[src/rtl/adder_arch_bank_pkg.sv]
// Shared types and default sizes for the adder architecture bank.
package adder_pkg;

    typedef enum logic [1:0] {
        ARCH_CLA  = 2'd0,
        ARCH_CSA  = 2'd1,
        ARCH_RCA  = 2'd2,
        ARCH_RSVD = 2'd3
    } arch_e;

    localparam int DEF_WORD_WIDTH = 16;
    localparam int DEF_UNIT_WIDTH = 4;

endpackage

[src/rtl/adder_arch_bank_if.sv]
// Operand/result bundle for adder_arch_bank.
// ADDER_OVF_EN adds the signed-overflow flag to the bundle.
interface adder_arch_bank_if #(
    parameter int WORD_WIDTH = 16
);
    logic                  in_valid;
    logic [WORD_WIDTH-1:0] a;
    logic [WORD_WIDTH-1:0] b;
    logic                  cin;
    logic [1:0]            arch_sel;
    logic                  out_valid;
    logic [WORD_WIDTH-1:0] sum;
    logic                  cout;
    logic                  mismatch;
`ifdef ADDER_OVF_EN
    logic                  ovf;

    modport master (
        output in_valid, a, b, cin, arch_sel,
        input  out_valid, sum, cout, mismatch, ovf
    );

    modport slave (
        input  in_valid, a, b, cin, arch_sel,
        output out_valid, sum, cout, mismatch, ovf
    );
`else
    modport master (
        output in_valid, a, b, cin, arch_sel,
        input  out_valid, sum, cout, mismatch
    );

    modport slave (
        input  in_valid, a, b, cin, arch_sel,
        output out_valid, sum, cout, mismatch
    );
`endif
endinterface

[src/rtl/adder_arch_bank_fa.sv]
// Single-bit full adder shared by the ripple chain and the carry-select units.
module full_adder_cell (
    input  logic a,
    input  logic b,
    input  logic ci,
    output logic s,
    output logic co
);

    assign s  = a ^ b ^ ci;
    assign co = (a & b) | (ci & (a ^ b));

endmodule

[src/rtl/adder_arch_bank.sv]
// Registered adder with CLA, carry-select and ripple architectures cross-checked each cycle.
// ADDER_OVF_EN enables the registered signed-overflow output.
module adder_arch_bank
    import adder_pkg::*;
#(
    parameter int WORD_WIDTH = DEF_WORD_WIDTH,
    parameter int UNIT_WIDTH = DEF_UNIT_WIDTH
) (
    input  logic             clk,
    input  logic             rst_n,
    adder_arch_bank_if.slave bus
);

    localparam int NUM_UNITS = WORD_WIDTH / UNIT_WIDTH;

    if (WORD_WIDTH < 2) begin : g_bad_word
        $error("adder_arch_bank: WORD_WIDTH must be >= 2");
    end
    if ((UNIT_WIDTH < 1) || (WORD_WIDTH % UNIT_WIDTH != 0)) begin : g_bad_unit
        $error("adder_arch_bank: WORD_WIDTH must be a multiple of UNIT_WIDTH");
    end

    logic [WORD_WIDTH-1:0] g;
    logic [WORD_WIDTH-1:0] p;

    assign g = bus.a & bus.b;
    assign p = bus.a ^ bus.b;

    // Carry-lookahead: every carry is a flat sum of generate/propagate products.
    logic [WORD_WIDTH:0]   cla_c;
    logic [WORD_WIDTH-1:0] cla_sum;

    assign cla_c[0] = bus.cin;

    for (genvar i = 0; i < WORD_WIDTH; i++) begin : g_cla
        logic [i+1:0] terms;
        for (genvar j = 0; j <= i; j++) begin : g_term
            if (j == i) begin : g_own
                assign terms[j] = g[j];
            end else begin : g_prop
                assign terms[j] = g[j] & (&p[i:j+1]);
            end
        end
        assign terms[i+1]  = (&p[i:0]) & bus.cin;
        assign cla_c[i+1]  = |terms;
    end

    assign cla_sum = p ^ cla_c[WORD_WIDTH-1:0];

    logic [WORD_WIDTH:0]   rca_c;
    logic [WORD_WIDTH-1:0] rca_sum;

    assign rca_c[0] = bus.cin;

    for (genvar i = 0; i < WORD_WIDTH; i++) begin : g_rca
        full_adder_cell u_fa (
            .a  (bus.a[i]),
            .b  (bus.b[i]),
            .ci (rca_c[i]),
            .s  (rca_sum[i]),
            .co (rca_c[i+1])
        );
    end

    // Carry-select: each unit precomputes both carry-in outcomes; the block carry picks one.
    logic [NUM_UNITS:0]    blk_c;
    logic [WORD_WIDTH-1:0] csa_sum;

    assign blk_c[0] = bus.cin;

    for (genvar u = 0; u < NUM_UNITS; u++) begin : g_csa_unit
        logic [UNIT_WIDTH:0]   c0;
        logic [UNIT_WIDTH:0]   c1;
        logic [UNIT_WIDTH-1:0] s0;
        logic [UNIT_WIDTH-1:0] s1;

        assign c0[0] = 1'b0;
        assign c1[0] = 1'b1;

        for (genvar k = 0; k < UNIT_WIDTH; k++) begin : g_bit
            localparam int IDX = u * UNIT_WIDTH + k;

            full_adder_cell u_fa0 (
                .a  (bus.a[IDX]),
                .b  (bus.b[IDX]),
                .ci (c0[k]),
                .s  (s0[k]),
                .co (c0[k+1])
            );

            full_adder_cell u_fa1 (
                .a  (bus.a[IDX]),
                .b  (bus.b[IDX]),
                .ci (c1[k]),
                .s  (s1[k]),
                .co (c1[k+1])
            );
        end

        assign csa_sum[u*UNIT_WIDTH +: UNIT_WIDTH] = blk_c[u] ? s1 : s0;
        assign blk_c[u+1] = blk_c[u] ? c1[UNIT_WIDTH] : c0[UNIT_WIDTH];
    end

    logic [WORD_WIDTH:0] cla_res;
    logic [WORD_WIDTH:0] csa_res;
    logic [WORD_WIDTH:0] rca_res;
    logic [WORD_WIDTH:0] sel_res;
    logic                mismatch_d;
    arch_e               arch;

    assign cla_res = {cla_c[WORD_WIDTH], cla_sum};
    assign csa_res = {blk_c[NUM_UNITS], csa_sum};
    assign rca_res = {rca_c[WORD_WIDTH], rca_sum};
    assign arch    = arch_e'(bus.arch_sel);

    always_comb begin
        sel_res = cla_res;
        case (arch)
            ARCH_CSA: sel_res = csa_res;
            ARCH_RCA: sel_res = rca_res;
            default:  sel_res = cla_res;
        endcase
    end

    assign mismatch_d = (cla_res != csa_res) | (cla_res != rca_res) | (csa_res != rca_res);

    logic                  out_valid_q;
    logic [WORD_WIDTH-1:0] sum_q;
    logic                  cout_q;
    logic                  mismatch_q;

    always_ff @(posedge clk or negedge rst_n) begin
        if (!rst_n) begin
            out_valid_q <= 1'b0;
            sum_q       <= '0;
            cout_q      <= 1'b0;
            mismatch_q  <= 1'b0;
        end else begin
            out_valid_q <= bus.in_valid;
            if (bus.in_valid) begin
                sum_q      <= sel_res[WORD_WIDTH-1:0];
                cout_q     <= sel_res[WORD_WIDTH];
                mismatch_q <= mismatch_d;
            end
        end
    end

    assign bus.out_valid = out_valid_q;
    assign bus.sum       = sum_q;
    assign bus.cout      = cout_q;
    assign bus.mismatch  = mismatch_q;

`ifdef ADDER_OVF_EN
    // Carry into the MSB is recovered from the selected sum bit and the MSB operands.
    logic ovf_d;
    logic ovf_q;

    assign ovf_d = sel_res[WORD_WIDTH-1] ^ bus.a[WORD_WIDTH-1] ^ bus.b[WORD_WIDTH-1]
                 ^ sel_res[WORD_WIDTH];

    always_ff @(posedge clk or negedge rst_n) begin
        if (!rst_n) begin
            ovf_q <= 1'b0;
        end else if (bus.in_valid) begin
            ovf_q <= ovf_d;
        end
    end

    assign bus.ovf = ovf_q;
`endif

    a_in_valid_known: assert property (
        @(posedge clk) disable iff (!rst_n) !$isunknown(bus.in_valid)
    );

endmodule

[src/flat_wrapper.sv]
// flat-port wrapper written by rule: the top's interface ports become plain ports
module adder_arch_bank_flat import adder_pkg::*;
#(
    parameter int WORD_WIDTH = DEF_WORD_WIDTH,
    parameter int UNIT_WIDTH = DEF_UNIT_WIDTH
)
  (clk, rst_n, bus_in_valid, bus_a, bus_b, bus_cin, bus_arch_sel, bus_out_valid, bus_sum, bus_cout, bus_mismatch);
  adder_arch_bank_if #(.WORD_WIDTH(WORD_WIDTH)) bus_i ();
  input  logic clk;
  input  logic rst_n;
  input wire logic [$bits(bus_i.in_valid)-1:0] bus_in_valid;
  input wire logic [$bits(bus_i.a)-1:0] bus_a;
  input wire logic [$bits(bus_i.b)-1:0] bus_b;
  input wire logic [$bits(bus_i.cin)-1:0] bus_cin;
  input wire logic [$bits(bus_i.arch_sel)-1:0] bus_arch_sel;
  output wire logic [$bits(bus_i.out_valid)-1:0] bus_out_valid;
  output wire logic [$bits(bus_i.sum)-1:0] bus_sum;
  output wire logic [$bits(bus_i.cout)-1:0] bus_cout;
  output wire logic [$bits(bus_i.mismatch)-1:0] bus_mismatch;
  assign bus_i.in_valid = bus_in_valid;
  assign bus_i.a = bus_a;
  assign bus_i.b = bus_b;
  assign bus_i.cin = bus_cin;
  assign bus_i.arch_sel = bus_arch_sel;
  assign bus_out_valid = bus_i.out_valid;
  assign bus_sum = bus_i.sum;
  assign bus_cout = bus_i.cout;
  assign bus_mismatch = bus_i.mismatch;
  adder_arch_bank #(.WORD_WIDTH(WORD_WIDTH), .UNIT_WIDTH(UNIT_WIDTH)) u_core (.clk(clk), .rst_n(rst_n), .bus(bus_i));
endmodule
[config.mk]
export PLATFORM = sky130hd
export DESIGN_NAME = adder_arch_bank_flat
export DESIGN_NICKNAME = d
export VERILOG_FILES = /design/src/rtl/adder_arch_bank_pkg.sv /design/src/rtl/adder_arch_bank_if.sv /design/src/rtl/adder_arch_bank_fa.sv /design/src/rtl/adder_arch_bank.sv /design/src/flat_wrapper.sv
export SDC_FILE = /design/constraint.sdc
export NUM_CORES = 1
export LEC_CHECK = 0
export CAP_MARGIN = 20
export CORE_MARGIN = 4
export CORE_UTILIZATION = 40
export DETAILED_ROUTE_END_ITERATION = 6
export RECOVER_POWER = 25
export SKIP_CTS_REPAIR_TIMING = 1
export SLEW_MARGIN = 10
export SYNTH_ARGS = -nofsm -noshare
export SYNTH_HDL_FRONTEND = slang
export SYNTH_HIERARCHICAL = 1
export SYNTH_SLANG_ARGS = --single-unit
[constraint.sdc]
create_clock -name clk -period 0.8 [get_ports clk]
set_input_delay 0.16 -clock clk [delete_from_list [all_inputs] [get_ports clk]]
set_output_delay 0.16 -clock clk [all_outputs]
set_load 0.02 [all_outputs]
==> run metrics <==
status finished, violations left; failing checks negative setup slack; Area contributors post-synth fa_1 (26%), dfrtp_1 (13%), mux2_2 (7.6%); critical path startpoint category primary input; Layout Nets ~700; Placed Cells 669; multi-input logic area ~0.0034 mm2; Post-synth top cells fa_1 (49), mux2_2 (25), a21oi_1 (24); drc violations 0; die area 0.0109 mm2; layout cells sized above 1 44.4%; Finished Layout Cells about 700; CTS Sinks 19; crit-path cells buf_8 > fa_2 > fa_2 > fa_2 > fa_2 > fa_2 > fa_2 > fa_2 > fa_2 > fa_2 > fa_2 > fa_2 > fa_2 > fa_2 > fa_2 > fa_2 > fa_2 > xor2_1 > o2111ai_1 > nor4_1 > nand4_1 > o21a_1; Ys Warns 6; via count ~3,700; Worst Setup Slack, final -6100 ps; P&R area growth vs syn 57.3%; IO Count 57; vias in the first global route around 3,900; WP data arrival approximately 7000 ps; Root Driver clkbuf_8; Iteration-0 DRC Markers approximately 140; H-tree depth 1; initial antenna violation count 0; Distinct cells, synth a little over 60; initial core utilization between 40% and 50%; Clk network pwr share approximately 7.4%; Slowest-stage cell, CP fa_2; Post-synth top flop dfrtp_1; PortBufs 56; CP Capture Type flop; combinational power share between 70 and 80%; R2R Setup Slk -110 ps; P_leak 2.58 nW; PwrDens between 1000 and 1500 mW/mm2; Placed Area ~0.0056 mm2; fmax about 150 MHz; top routing layer in use met4; RR Startpoint u_core/bus.mismatch$_DFFE_PN0P_; CP Launch Point bus_cin; Core Region just under 0.009 mm2; syn avg cell area between 9 and 10 um2; R2R cell count 3; final instance area 0.00586 mm2; number of enable flip-flop cells after synthesis 0; routed wl met2 about 6100 um; Die Height around 100 um; GRT Util Overall around 20%; Final Hold Fails 0; Flop pwr share 15.2%; Max-Cap Viols 0; met3 wire length roughly 340 um; antenna-violating nets left 0; Reg area 475 um2; Num CTS Buffers 3; post-DP HPWL ~9700 um; num rows 34; Ant. Diodes 0; CTS tree yes; most numerous cell in the Yosys netlist fa_1; kind of critical path primary input to flop; Worst-path clk slew roughly 70 ps; clock tree buffer depth 2; Net Sw Power around 0.0035 W; gr ovfl total 0; sequential area share after synthesis about an eighth; reg2reg end u_core/bus.mismatch$_DFFE_PN0P_; average wire per standard cell around 16 um; Layout Utilization about two thirds; TNS Setup -66,970 ps; switch share 40.6%; final slew viol count 0; Worst-Skew Late Latency 250 ps; die width about 100 um; Synth async-reset ratio 100%; WL final roughly 11,000 um; cell taking the most area after synthesis fa_1; final worst path period share 862%; Pint 0.00515 W; synthesized area 0.00373 mm2; final setup fails 38; maximum VDD drop 0.633 mV; slew margin rel. between 60 and 70%; global-route wire length before repair ~19,000 um; number of synthesized register bits 19; Clock Skews 0 ps; required time of the critical path 940 ps; fin crit period 6900 ps; GPL Wtd Cong around 0.9; Post-Synthesis Cells around 380; unrepaired setup endpoints after global routing true; Hold/Removal Path Class primary input to async pin; CP max FO 3; number of vias per cell 5.37; post-synth top area share between 20% and 30%; largest net degree at the start of global routing 24; Filler Cell Count ~740; routed length on met1 between 4000 and 5000 um; Largest stage delay, worst path roughly 570 ps; first drt pass iteration count 4; CP most frequent cell fa_2; WHS around 310 ps; Least-Margin Pin Slew ~500 ps
==> power by group through the flow <==
stage          registers (W)  clock network, W  logic, W
6_report             0.00132          0.000641   0.00672
5_1_grt              0.00135          0.000721   0.00725
4_1_cts              0.00128          0.000665   0.00635
3_5_place_dp         0.00130                 0   0.00632
3_3_place_gp         0.00129                 0   0.00617
2_1_floorplan        0.00154                 0   0.00315
==> layer usage <==
| layer | vias up | track usage [%] |
|---|---|---|
| li1 | 1778 | - |
| met1 | 1803 | 24.4 |
| met2 | 69 | 39.7 |
| met3 | 13 | 2.34 |
| met4 | 0 | 3.42 |
| met5 | - | 0 |
==> how the worst max path moves through the flow <==
stage | endpoint | slack, ps
3_3_place_gp | u_core/bus.mismatch$_DFFE_PN0P_ | -6680
4_1_cts | u_core/bus.mismatch$_DFFE_PN0P_ | -6480
5_1_grt | u_core/bus.mismatch$_DFFE_PN0P_ | -6240
2_1_floorplan | u_core/bus.mismatch$_DFFE_PN0P_ | -5910
6_report | u_core/bus.mismatch$_DFFE_PN0P_ | -6100
3_5_place_dp | u_core/bus.mismatch$_DFFE_PN0P_ | -6750
==> sequential cells by signal, indices dropped and copies added, names as in the netlist <==
register / count
u_core/bus.cout: 1
u_core/bus.mismatch: 1
u_core/bus.out_valid: 1
u_core/bus.sum: 16
==> stage by stage <==
step           worst slack [ps]  power [W]
3_5_place_dp              -6750    0.00761
4_1_cts                   -6480    0.00829
5_1_grt                   -6240    0.00932
3_3_place_gp              -6680    0.00746
6_report                  -6100    0.00869
2_1_floorplan             -5910    0.00470
==> cell families after synthesis <==
group / after synthesis / share of synthesized area, %
AOI/OAI and AO/OA: 94 / 18.0
xor gates and xnor gates: 27 / 6.55
adders and majority gates: 67 / 32.4
buffers and inverters: 26 / 2.82
DFF: 19 / 12.8
muxes: 47 / 14.6
other: 2 / 0.201
and+or+nand+nor: 93 / 12.8
==> area by class of cell <==
type,instances,share of cell area [%]
Inverter,9,0.576
Sequential cell,19,8.11
Clock buffer,4,0.768
Multi-Input combinational cell,336,57.6
Tap cell,108,2.31
Timing Repair Buffer,206,30.7
==> critical path: cells and delay by family <==
| family | cells | cell delay, ps |
|---|---|---|
| fa+ha+maj | 16 | 5970 |
| simple gates | 2 | 370 |
| compound gates | 2 | 250 |
| xor+xnor | 1 | 160 |
| buf+inv | 1 | 100 |
==> placed cells by master (no fill, tap or decap), drive strengths merged, types with 4 or more instances in the layout <==
master / instances
nand2b: 6
a211oi: 5
nor3: 5
o211ai: 4
a221oi: 8
buf: 169
mux2: 26
a41oi: 4
clkbuf: 7
ha: 18
mux2i: 21
inv: 9
o21ai: 16
xnor2: 16
and2: 9
clkdlybuf4s50: 32
xor2: 11
dfrtp: 19
conb: 8
nand2: 23
nor2: 22
nand3: 5
and3: 5
a21oi: 24
a2111oi: 4
fa: 49
Note: power is estimated with default switching activity, not from simulation.
